$ cat config.mk
export PLATFORM = sky130hd
export DESIGN_NAME = ro_puf_seq
export DESIGN_NICKNAME = d
export VERILOG_FILES = /design/src/rtl/ro_puf_seq.sv
export SDC_FILE = /design/constraint.sdc
export NUM_CORES = 1
export LEC_CHECK = 0
export BUFFER_PORTS_ARGS = -buffer_cell sky130_fd_sc_hd__buf_4
export CAP_MARGIN = 20
export CORE_ASPECT_RATIO = 0.7
export CORE_MARGIN = 2
export CORE_UTILIZATION = 25
export DETAILED_ROUTE_END_ITERATION = 10
export GPL_TIMING_DRIVEN = 0
export PLACE_DENSITY_LB_ADDON = 0.08
export SLEW_MARGIN = 30
export SYNTH_ARGS = -nofsm -noshare
export SYNTH_HDL_FRONTEND = slang
export SYNTH_SLANG_ARGS = --single-unit
$ cat constraint.sdc
create_clock -name clk -period 2.6 [get_ports clk]
set_input_delay 0.26 -clock clk [delete_from_list [all_inputs] [get_ports clk]]
set_output_delay 0.26 -clock clk [all_outputs]
set_load 0.02 [all_outputs]
$ cat src/rtl/ro_puf_seq.sv
// ro_puf_seq -- measurement sequencer for the ring-oscillator PUF datapath.
//
// Walks RESP_BITS consecutive challenges starting at base_chall. For each
// challenge it runs the RO banks with the counters held clear (SETTLE cycles),
// opens the count gate (WINDOW cycles), waits one cycle for the comparator,
// then captures cmp_bit into the response word. The finished word is offered
// on a valid/ready handshake and retained after hand-off until the next start.
//
// Optional feature (macro RO_PUF_TIE_MASK_EN): adds cmp_eq input and a
// resp_mask output that records which challenges produced equal counts.
//
// Ports:
//   clk         system clock, rising edge
//   rst         asynchronous active-low reset
//   start       request a response (sampled in IDLE only)
//   base_chall  first challenge, latched on the accepted start
//   busy        high whenever not IDLE
//   ro_en       enable for both RO banks
//   cnt_clr     synchronous clear to both edge counters
//   cnt_en      count gate to both edge counters
//   chall       challenge driven to both muxes
//   cmp_bit     comparator result (count0 > count1)
//   cmp_eq      [macro] comparator tie flag (count0 == count1)
//   resp        response word, bit k from challenge base_chall+k
//   resp_mask   [macro] tie mask, bit k from challenge base_chall+k
//   resp_valid  resp complete and stable
//   resp_ready  consumer accepts resp

module ro_puf_seq #(
    parameter int RESP_BITS = 32,
    parameter int SETTLE    = 16,
    parameter int WINDOW    = 1024
) (
    input  logic                 clk,
    input  logic                 rst,
    input  logic                 start,
    input  logic [7:0]           base_chall,
    output logic                 busy,
    output logic                 ro_en,
    output logic                 cnt_clr,
    output logic                 cnt_en,
    output logic [7:0]           chall,
    input  logic                 cmp_bit,
`ifdef RO_PUF_TIE_MASK_EN
    input  logic                 cmp_eq,
    output logic [RESP_BITS-1:0] resp_mask,
`endif
    output logic [RESP_BITS-1:0] resp,
    output logic                 resp_valid,
    input  logic                 resp_ready
);

    localparam int PH_MAX = (SETTLE > WINDOW) ? SETTLE : WINDOW;
    localparam int PH_W   = $clog2(PH_MAX + 1);
    localparam int IDX_W  = $clog2(RESP_BITS + 1);

    localparam logic [PH_W-1:0]  SETTLE_LAST = PH_W'(SETTLE - 1);
    localparam logic [PH_W-1:0]  WINDOW_LAST = PH_W'(WINDOW - 1);
    localparam logic [IDX_W-1:0] IDX_LAST    = IDX_W'(RESP_BITS - 1);

    typedef enum logic [2:0] {
        S_IDLE    = 3'd0,
        S_SETTLE  = 3'd1,
        S_COUNT   = 3'd2,
        S_WAIT    = 3'd3,
        S_CAPTURE = 3'd4,
        S_DONE    = 3'd5
    } state_t;

    state_t               state_q, state_d;
    logic [PH_W-1:0]      phase_q, phase_d;
    logic [IDX_W-1:0]     idx_q,   idx_d;
    logic [7:0]           chall_q, chall_d;
    logic [RESP_BITS-1:0] resp_q,  resp_d;
`ifdef RO_PUF_TIE_MASK_EN
    logic [RESP_BITS-1:0] mask_q,  mask_d;
`endif

    // ------------------------------------------------------------------
    // State register
    // ------------------------------------------------------------------
    always_ff @(posedge clk or negedge rst) begin
        if (!rst) begin
            state_q <= S_IDLE;
            phase_q <= '0;
            idx_q   <= '0;
            chall_q <= '0;
            resp_q  <= '0;
`ifdef RO_PUF_TIE_MASK_EN
            mask_q  <= '0;
`endif
        end else begin
            state_q <= state_d;
            phase_q <= phase_d;
            idx_q   <= idx_d;
            chall_q <= chall_d;
            resp_q  <= resp_d;
`ifdef RO_PUF_TIE_MASK_EN
            mask_q  <= mask_d;
`endif
        end
    end

    // ------------------------------------------------------------------
    // Next-state logic
    // ------------------------------------------------------------------
    always_comb begin
        state_d = state_q;
        phase_d = phase_q;
        idx_d   = idx_q;
        chall_d = chall_q;
        resp_d  = resp_q;
`ifdef RO_PUF_TIE_MASK_EN
        mask_d  = mask_q;
`endif
        case (state_q)
            S_IDLE: begin
                if (start) begin
                    chall_d = base_chall;
                    resp_d  = '0;
`ifdef RO_PUF_TIE_MASK_EN
                    mask_d  = '0;
`endif
                    idx_d   = '0;
                    phase_d = '0;
                    state_d = S_SETTLE;
                end
            end
            S_SETTLE: begin
                if (phase_q == SETTLE_LAST) begin
                    phase_d = '0;
                    state_d = S_COUNT;
                end else begin
                    phase_d = phase_q + PH_W'(1);
                end
            end
            S_COUNT: begin
                if (phase_q == WINDOW_LAST) begin
                    phase_d = '0;
                    state_d = S_WAIT;
                end else begin
                    phase_d = phase_q + PH_W'(1);
                end
            end
            // One dead cycle so the last counted edge reaches the comparator.
            S_WAIT: begin
                state_d = S_CAPTURE;
            end
            S_CAPTURE: begin
                // Decoded write keeps the index width independent of RESP_BITS.
                for (int i = 0; i < RESP_BITS; i++) begin
                    if (idx_q == IDX_W'(i)) begin
                        resp_d[i] = cmp_bit;
`ifdef RO_PUF_TIE_MASK_EN
                        mask_d[i] = cmp_eq;
`endif
                    end
                end
                if (idx_q == IDX_LAST) begin
                    state_d = S_DONE;
                end else begin
                    idx_d   = idx_q + IDX_W'(1);
                    chall_d = chall_q + 8'd1;  // wraps FF -> 00
                    phase_d = '0;
                    state_d = S_SETTLE;
                end
            end
            S_DONE: begin
                if (resp_ready) begin
                    state_d = S_IDLE;
                end
            end
            default: begin
                state_d = S_IDLE;
            end
        endcase
    end

    // ------------------------------------------------------------------
    // Outputs: decoded from state so reset clears them immediately.
    // ------------------------------------------------------------------
    always_comb begin
        busy       = 1'b0;
        ro_en      = 1'b0;
        cnt_clr    = 1'b0;
        cnt_en     = 1'b0;
        resp_valid = 1'b0;
        chall      = 8'd0;
        case (state_q)
            S_SETTLE: begin
                busy    = 1'b1;
                ro_en   = 1'b1;
                cnt_clr = 1'b1;
                chall   = chall_q;
            end
            S_COUNT: begin
                busy   = 1'b1;
                ro_en  = 1'b1;
                cnt_en = 1'b1;
                chall  = chall_q;
            end
            S_WAIT, S_CAPTURE: begin
                busy  = 1'b1;
                ro_en = 1'b1;
                chall = chall_q;
            end
            S_DONE: begin
                busy       = 1'b1;
                resp_valid = 1'b1;
                chall      = chall_q;
            end
            default: begin
                busy = 1'b0;
            end
        endcase
    end

    // Response is retained through IDLE until the next accepted start.
    assign resp = resp_q;
`ifdef RO_PUF_TIE_MASK_EN
    assign resp_mask = mask_q;
`endif

endmodule

==> impl_metrics.yaml, run 1 <==
outcome:
  status: "finished, final reports clean"
grt:
  grt_util_met1: 0.207
  top_usage_layer: "met1"
  gr-usage-all-layers: 0.139
  grt_start_max_net_pins: 61
  overflow: 0
  grt_pass1_vias: 2810
  grtUsageMet3: 0.0390
  grt_pass1_wl_um: 15300
  use_met2: 0.198
  antenna_found_initial: 0
detailed_routing:
  wirelength_um: 9290
  vias_per_cell: 4.94
  drt_iter0_markers: 185
  wl_per_cell_um: 16.4
  antenna_left: 0
  via_count: 2792
  drc: 0
  dr.pass1.iters: 4
cts:
  postCtsSetupRepairBufs: 0
  cts_resized: 0
  cts.path.max_buffers: 2
  clk_latency_ps: 320
  cts-root-buf: "clkbuf_16"
  cts.sinks: 60
  tritoncts: "done"
  path_clk_slew_ps: 50
  cts_max_level: 3
  postCtsHoldBufs: 0
  cts_inserted_buffers: 9
worst_setup_path:
  crit_fanout: 10
  crit_family: "compound AO/OA/AOI/OAI gates"
  worstSetupStartpointType: "register"
  r2r-start: "idx_q[1]$_DFFE_PN0P_"
  path_cells: "ha_1, clkbuf_1, nand3_1, o311a_1, buf_2, a21oi_1, a21oi_1"
  worstSetupEndpointType: "register"
  crit_slowest_cell: "o311a_1"
  crit_start: "idx_q[1]$_DFFE_PN0P_"
  path_class: "register to register"
  worstPathRequired_ps: 2800
  crit_arrival_ps: 2650
  crit_buf_inv: 2
  slowest_delay_ps: 550
  rrSetupSlack_ps: 150
  cpMostUsedCell: "a21oi_1"
synthesis:
  synthArstFlopShare: 1.00
  synth.net_count: 346
  synth_warnings: 0
  synth_edf_count: 0
  yosys-top-cells-area: "dfrtp_1 (45%), mux2_2 (7.4%), a31oi_1 (6.2%)"
  syn_area_mm2: 0.00334
  avgSynthCellArea_um2: 10.2
  yosysSeqAreaShare: 0.450
  synth.distinct_cells: 56
  ys.flop_type: "dfrtp_1"
  synth_top_area_cell: "dfrtp_1"
  netlist_instances: 327
  synth-seq-cells: 60
  synth_top_area_frac: 0.450
flow_run:
  drv_cap: 0
power_and_ir_drop:
  ir_drop_uv: 420
  swShare: 0.415
  seqPwrFrac: 0.296
  total_power_uw: 4960
  pwr-share-clk: 0.236
  p_sw_uw: 2060
  power_density_mw_per_mm2: 1160
  comb_power_share: 0.468
  leakagePower_uw: 0.00195
  p_int_uw: 2900
timing:
  finalCritPeriodShare: 0.941
  finalWorstSetupSlack_ps: 153
  relSlewSlack: 0.456
  fin_worst_skew_ps: 5.82
  tightest_slew_ps: 815
  setup_viol: 0
  rsz0062_at_grt: "true"
  hold_violations: 0
  max_freq_mhz: 409
  fin_crit_ps: 2450
  slew_violations: 0
  fin_tns_setup_ps: 0
  worst_hold_slack_ps: 23.8
die:
  die_h_um: 101
  start_util: 0.255
  rows: 35
  core_mm2: 0.0131
  die-area_mm2: 0.0143
  io_pins: 58
  die_width_um: 142
finish:
  final_util: 0.327
  insertedDiodeCount: 0
  fillerInstances: 1373
  drive_gt1_frac: 0.303
  seqCellArea_mm2: 0.00150
  nNetsFinal: 414
  synthToLayoutAreaGrowth_pct: 28.1
  multi_input_area_mm2: 0.00170
min_path:
  hp-class: "input pin to asynchronous set/reset pin"
placed_design:
  portBuffers: 57
  hpwlAfterDp_um: 6400
  routabilityCongestion: 0.766
  dp_slack_ps: 158
-- power by group through the flow --
stage	registers (µW)	clock network [µW]	logic (µW)
detailed placement	1480	0	2320
CTS	1470	1220	2320
global placement	1480	0	2300
floorplan	1530	0	1430
finish	1470	1170	2320
global route	1520	1250	2570
-- cell type report --
| cell class | count | area share |
|---|---|---|
| Timing Repair Buffer | 57 | 0.100 |
| Clock inverter | 2 | 0.00819 |
| Clock buffer | 13 | 0.0585 |
| Tap cell | 166 | 0.0485 |
| Buffer | 25 | 0.0284 |
| Sequential cell | 60 | 0.351 |
| Inverter | 9 | 0.00789 |
| Multi-Input combinational cell | 233 | 0.398 |
-- final timing paths --
kind / to / depth (start not counted)
setup / recovery: chall_q[5]$_DFFE_PN0P_ / 7
hold / removal: chall_q[5]$_DFFE_PN0P_ / 1
setup reg to reg: chall_q[5]$_DFFE_PN0P_ / 7
hold reg to reg: resp[10]$_DFFE_PN0P_ / 1
max in group asynchronous: phase_q[9]$_DFFE_PN0P_ / 1
min in group clk: chall_q[1]$_DFFE_PN0P_ / 3
-- routing by layer --
metal | routed length [µm] | share of wire
met1 | 5030 | 0.54
met2 | 3730 | 0.40
met3 | 455 | 0.049
met4 | 77 | 0.0083
met5 | 0 | 0
-- synthesized netlist by cell type (6+ instances only) --
| library cell | instances |
|---|---|
| a21oi_1 | 19 |
| a31oi_1 | 33 |
| and2_1 | 12 |
| buf_2 | 10 |
| clkbuf_1 | 12 |
| dfrtp_1 | 60 |
| ha_1 | 6 |
| inv_1 | 9 |
| mux2_1 | 10 |
| mux2_2 | 22 |
| nand2_1 | 14 |
| nand3_1 | 10 |
| nor2_1 | 12 |
| o21ai_0 | 18 |
-- stage by stage --
| step | cells | area (µm²) |
|---|---|---|
| 2_1_floorplan | 327 | 3340 |
| 3_3_place_gp | 550 | 3980 |
| 3_5_place_dp | 550 | 3980 |
| 4_1_cts | 565 | 4260 |
| 5_1_grt | 565 | 4280 |
| 6_report | 565 | 4280 |
-- cell usage in the layout, fill, tap and decap left out, drive strengths merged, types with 2 or more instances in the layout --
cell type / instances
a21oi: 20
a31o: 2
a31oi: 35
and2: 12
and4: 3
buf: 70
clkbuf: 25
dfrtp: 60
ha: 6
inv: 9
mux2: 32
mux2i: 2
nand2: 14
nand2b: 5
nand3: 10
nand4: 3
nor2: 13
nor2b: 3
nor3: 6
nor3b: 2
o211ai: 2
o21ai: 18
o22ai: 2
o2bb2ai: 3
o311ai: 5
o31ai: 4
o32ai: 3
or2: 4
or3: 5
or3b: 3
or4: 2
-- logic make-up after synthesis --
group | synth area share
buffers and inverters | 0.0465
AOI/OAI and AO/OA | 0.205
DFF | 0.450
xor gates and xnor gates | 0.00525
and+or+nand+nor | 0.157
adders and majority gates | 0.0225
muxes | 0.114
-- state kept, by name (all words and copies together), names as in the netlist --
name and count:
resp 32, phase_q 11, state_q 3, chall_q 8
idx_q 6
(Power assumes the default switching activity.)
==> run 2: changes to the inputs <==
ABC_AREA = 1   (was default)
==> run 2 against run 1 <==
Compared with the run above: utilization is 0.49 points higher; critical path depth shrank 1; clock power rose by 3%; first-iteration DRC count is 12% lower.
==> impl_metrics.yaml, run 2 <==
power_and_ir_drop:
  p_int_uw: 3140
  leakagePower_uw: 0.00222
  power_density_mw_per_mm2: 1270
  p_sw_uw: 2490
  swShare: 0.442
  pwr-share-clk: 0.216
  seqPwrFrac: 0.299
  comb_power_share: 0.486
  ir_drop_uv: 345
  total_power_uw: 5620
worst_setup_path:
  crit_slowest_cell: "dfrtp_1"
  rrSetupSlack_ps: 700
  critical_path_cell_count: 6
  path_class: "register to output port"
  reg2reg_depth: 7
  worstPathRequired_ps: 2340
  path_cells: "nand2_4, buf_2, nand3_2, nand2_1, inv_1, buf_4"
  crit_family: "simple AND/OR/NAND/NOR gates"
  worstSetupStartpointType: "register"
  worstSetupEndpointType: "output port"
  slowest_delay_ps: 500
  crit_arrival_ps: 1890
  crit_buf_inv: 3
  crit_fanout: 10
synthesis:
  yosys-top-cells-area: "dfrtp_1 (43%), nand2_1 (13%), nor2_1 (6.5%)"
  synth_top_area_frac: 0.434
  synth-compound-area-share: 0.133
  synth-xor-area-share: 0.0228
  synthArstFlopShare: 1.00
  synth.distinct_cells: 40
  synth_commonest_cells: "nand2_1 (120), dfrtp_1 (60), nor2_1 (60)"
  synth.most_common_cell: "nand2_1"
  synthSimpleGateAreaFrac: 0.305
  synth-adder-area-share: 0.0217
  netlist_instances: 457
  syn_area_mm2: 0.00346
  avgSynthCellArea_um2: 7.57
  yosysSeqAreaShare: 0.434
  synth.net_count: 476
  synth-seq-cells: 60
  synth.area.mux_share: 0.00579
  ys.flop_type: "dfrtp_1"
  synth_warnings: 0
  synth_edf_count: 0
  synth_top_area_cell: "dfrtp_1"
  synth_top_family_by_area: "simple AND/OR/NAND/NOR gates"
finish:
  fillerInstances: 1483
  nNetsFinal: 544
  insertedDiodeCount: 0
  final_cell_mix: "nand2_1 (120), buf_4 (60), nor2_1 (60), dfrtp_1 (60), inv_1 (44)"
  largest_reg_flops: 32
  seqCellArea_mm2: 0.00150
  final_common_cell: "nand2_1"
  synthToLayoutAreaGrowth_pct: 27.7
  multi_input_area_mm2: 0.00169
  drive_gt1_frac: 0.202
timing:
  rsz0062_at_grt: "false"
  hold_violations: 0
  setup_viol: 0
  relSlewSlack: 0.444
  finalCritPeriodShare: 0.828
  tightest_slew_ps: 834
  fin_worst_skew_ps: 4.26
  fin_tns_setup_ps: 0
  max_freq_mhz: 465
  fin_crit_ps: 2150
  slew_violations: 0
cts:
  postCtsHoldBufs: 0
  cts-root-buf: "clkbuf_16"
  cts.sinks: 60
  clk_latency_ps: 320
  tritoncts: "done"
  path_clk_slew_ps: 50
  postCtsSetupRepairBufs: 0
  cts_inserted_buffers: 9
  cts_resized: 0
  cts_max_level: 3
  cts.path.max_buffers: 2
detailed_routing:
  drc: 0
  wirelength_um: 9650
  drt_iter0_markers: 163
  dr.pass1.iters: 4
  wl_per_cell_um: 13.5
  antenna_left: 0
  via_count: 3118
  vias_per_cell: 4.36
die:
  start_util: 0.260
  die_width_um: 145
  rows: 35
  io_pins: 58
  die_h_um: 102
  core_mm2: 0.0133
  die-area_mm2: 0.0148
min_path:
  hp-class: "input pin to asynchronous set/reset pin"
placed_design:
  portBuffers: 57
  hpwlAfterDp_um: 7040
  routabilityCongestion: 0.794
grt:
  top_usage_layer: "met1"
  use_met2: 0.206
  overflow: 0
  antenna_found_initial: 0
  grt_pass1_wl_um: 16300
  grt_pass1_vias: 3118
  grt_start_max_net_pins: 61
  grtUsageMet3: 0.0412
  gr-usage-all-layers: 0.144
  grt_util_met1: 0.214
flow_run:
  drv_cap: 0
outcome:
  status: "finished, final reports clean"
==> run 2: cell count changes after synthesis, sizes merged, moves of 15 or more <==
cell,change
nand2,+111
o21ai,+23
mux2,-32
nand3,+21
a31oi,-35
nor2,+52
inv,+40
a21oi,+15
==> run 2: layer usage <==
metal | share of wire | routed length, µm | vias up
li1 | - | - | 1610
met1 | 0.55 | 5310 | 1450
met2 | 0.40 | 3850 | 48
met3 | 0.040 | 384 | 10
met4 | 0.011 | 110 | 0
met5 | 0 | 0 | -
==> run 2: power by group through the flow <==
stage / Clock (µW) / Sequential (µW) / Combinational (µW)
after floorplan: 0 / 1850 / 1590
after global placement: 0 / 1690 / 2750
after detailed placement: 0 / 1690 / 2750
after CTS: 1250 / 1680 / 2760
after global routing: 1290 / 1750 / 3100
final: 1210 / 1680 / 2730
==> run 2: stage by stage <==
step	utilization	worst slack, ps	area (µm²)	hold slack [ps]	instances
finish	0.332	448	4420	2.97	715
global route	0.332	295	4420	105	715
floorplan	-	995	3460	-35.6	457
global placement	0.309	721	4120	430	699
detailed placement	0.309	748	4120	422	699
CTS	0.332	415	4420	50.6	715
==> run 2: path summary, 6_finish.rpt <==
kind,start,endpoint
hold / removal,rst,phase_q[9]$_DFFE_PN0P_
setup / recovery,state_q[2]$_DFFE_PN0P_,chall[2]
hold reg to reg,resp[26]$_DFFE_PN0P_,resp[26]$_DFFE_PN0P_
max in group asynchronous,rst,idx_q[3]$_DFFE_PN0P_
setup reg to reg,idx_q[0]$_DFFE_PN0P_,idx_q[3]$_DFFE_PN0P_
min in group clk,resp_ready,state_q[2]$_DFFE_PN0P_
==> run 2: area by class of cell <==
type	count	share of cell area
repair buffers	57	0.0969
clock buffers	15	0.0606
multi-input cells	336	0.382
well taps	185	0.0524
flip-flops and latches	60	0.340
plain buffers	12	0.0190
inverters	49	0.0422
clock inverters	1	0.00680
==> run 2: cells by family (layout without fill, tap and decap cells) <==
logic type / count (synthesis) / in the layout
AOI/OAI and AO/OA: 84 / 84
xor gates and xnor gates: 9 / 9
adders and majority gates: 6 / 6
buffers and inverters: 61 / 134
DFF: 60 / 60
muxes: 2 / 2
and+or+nand+nor: 235 / 235
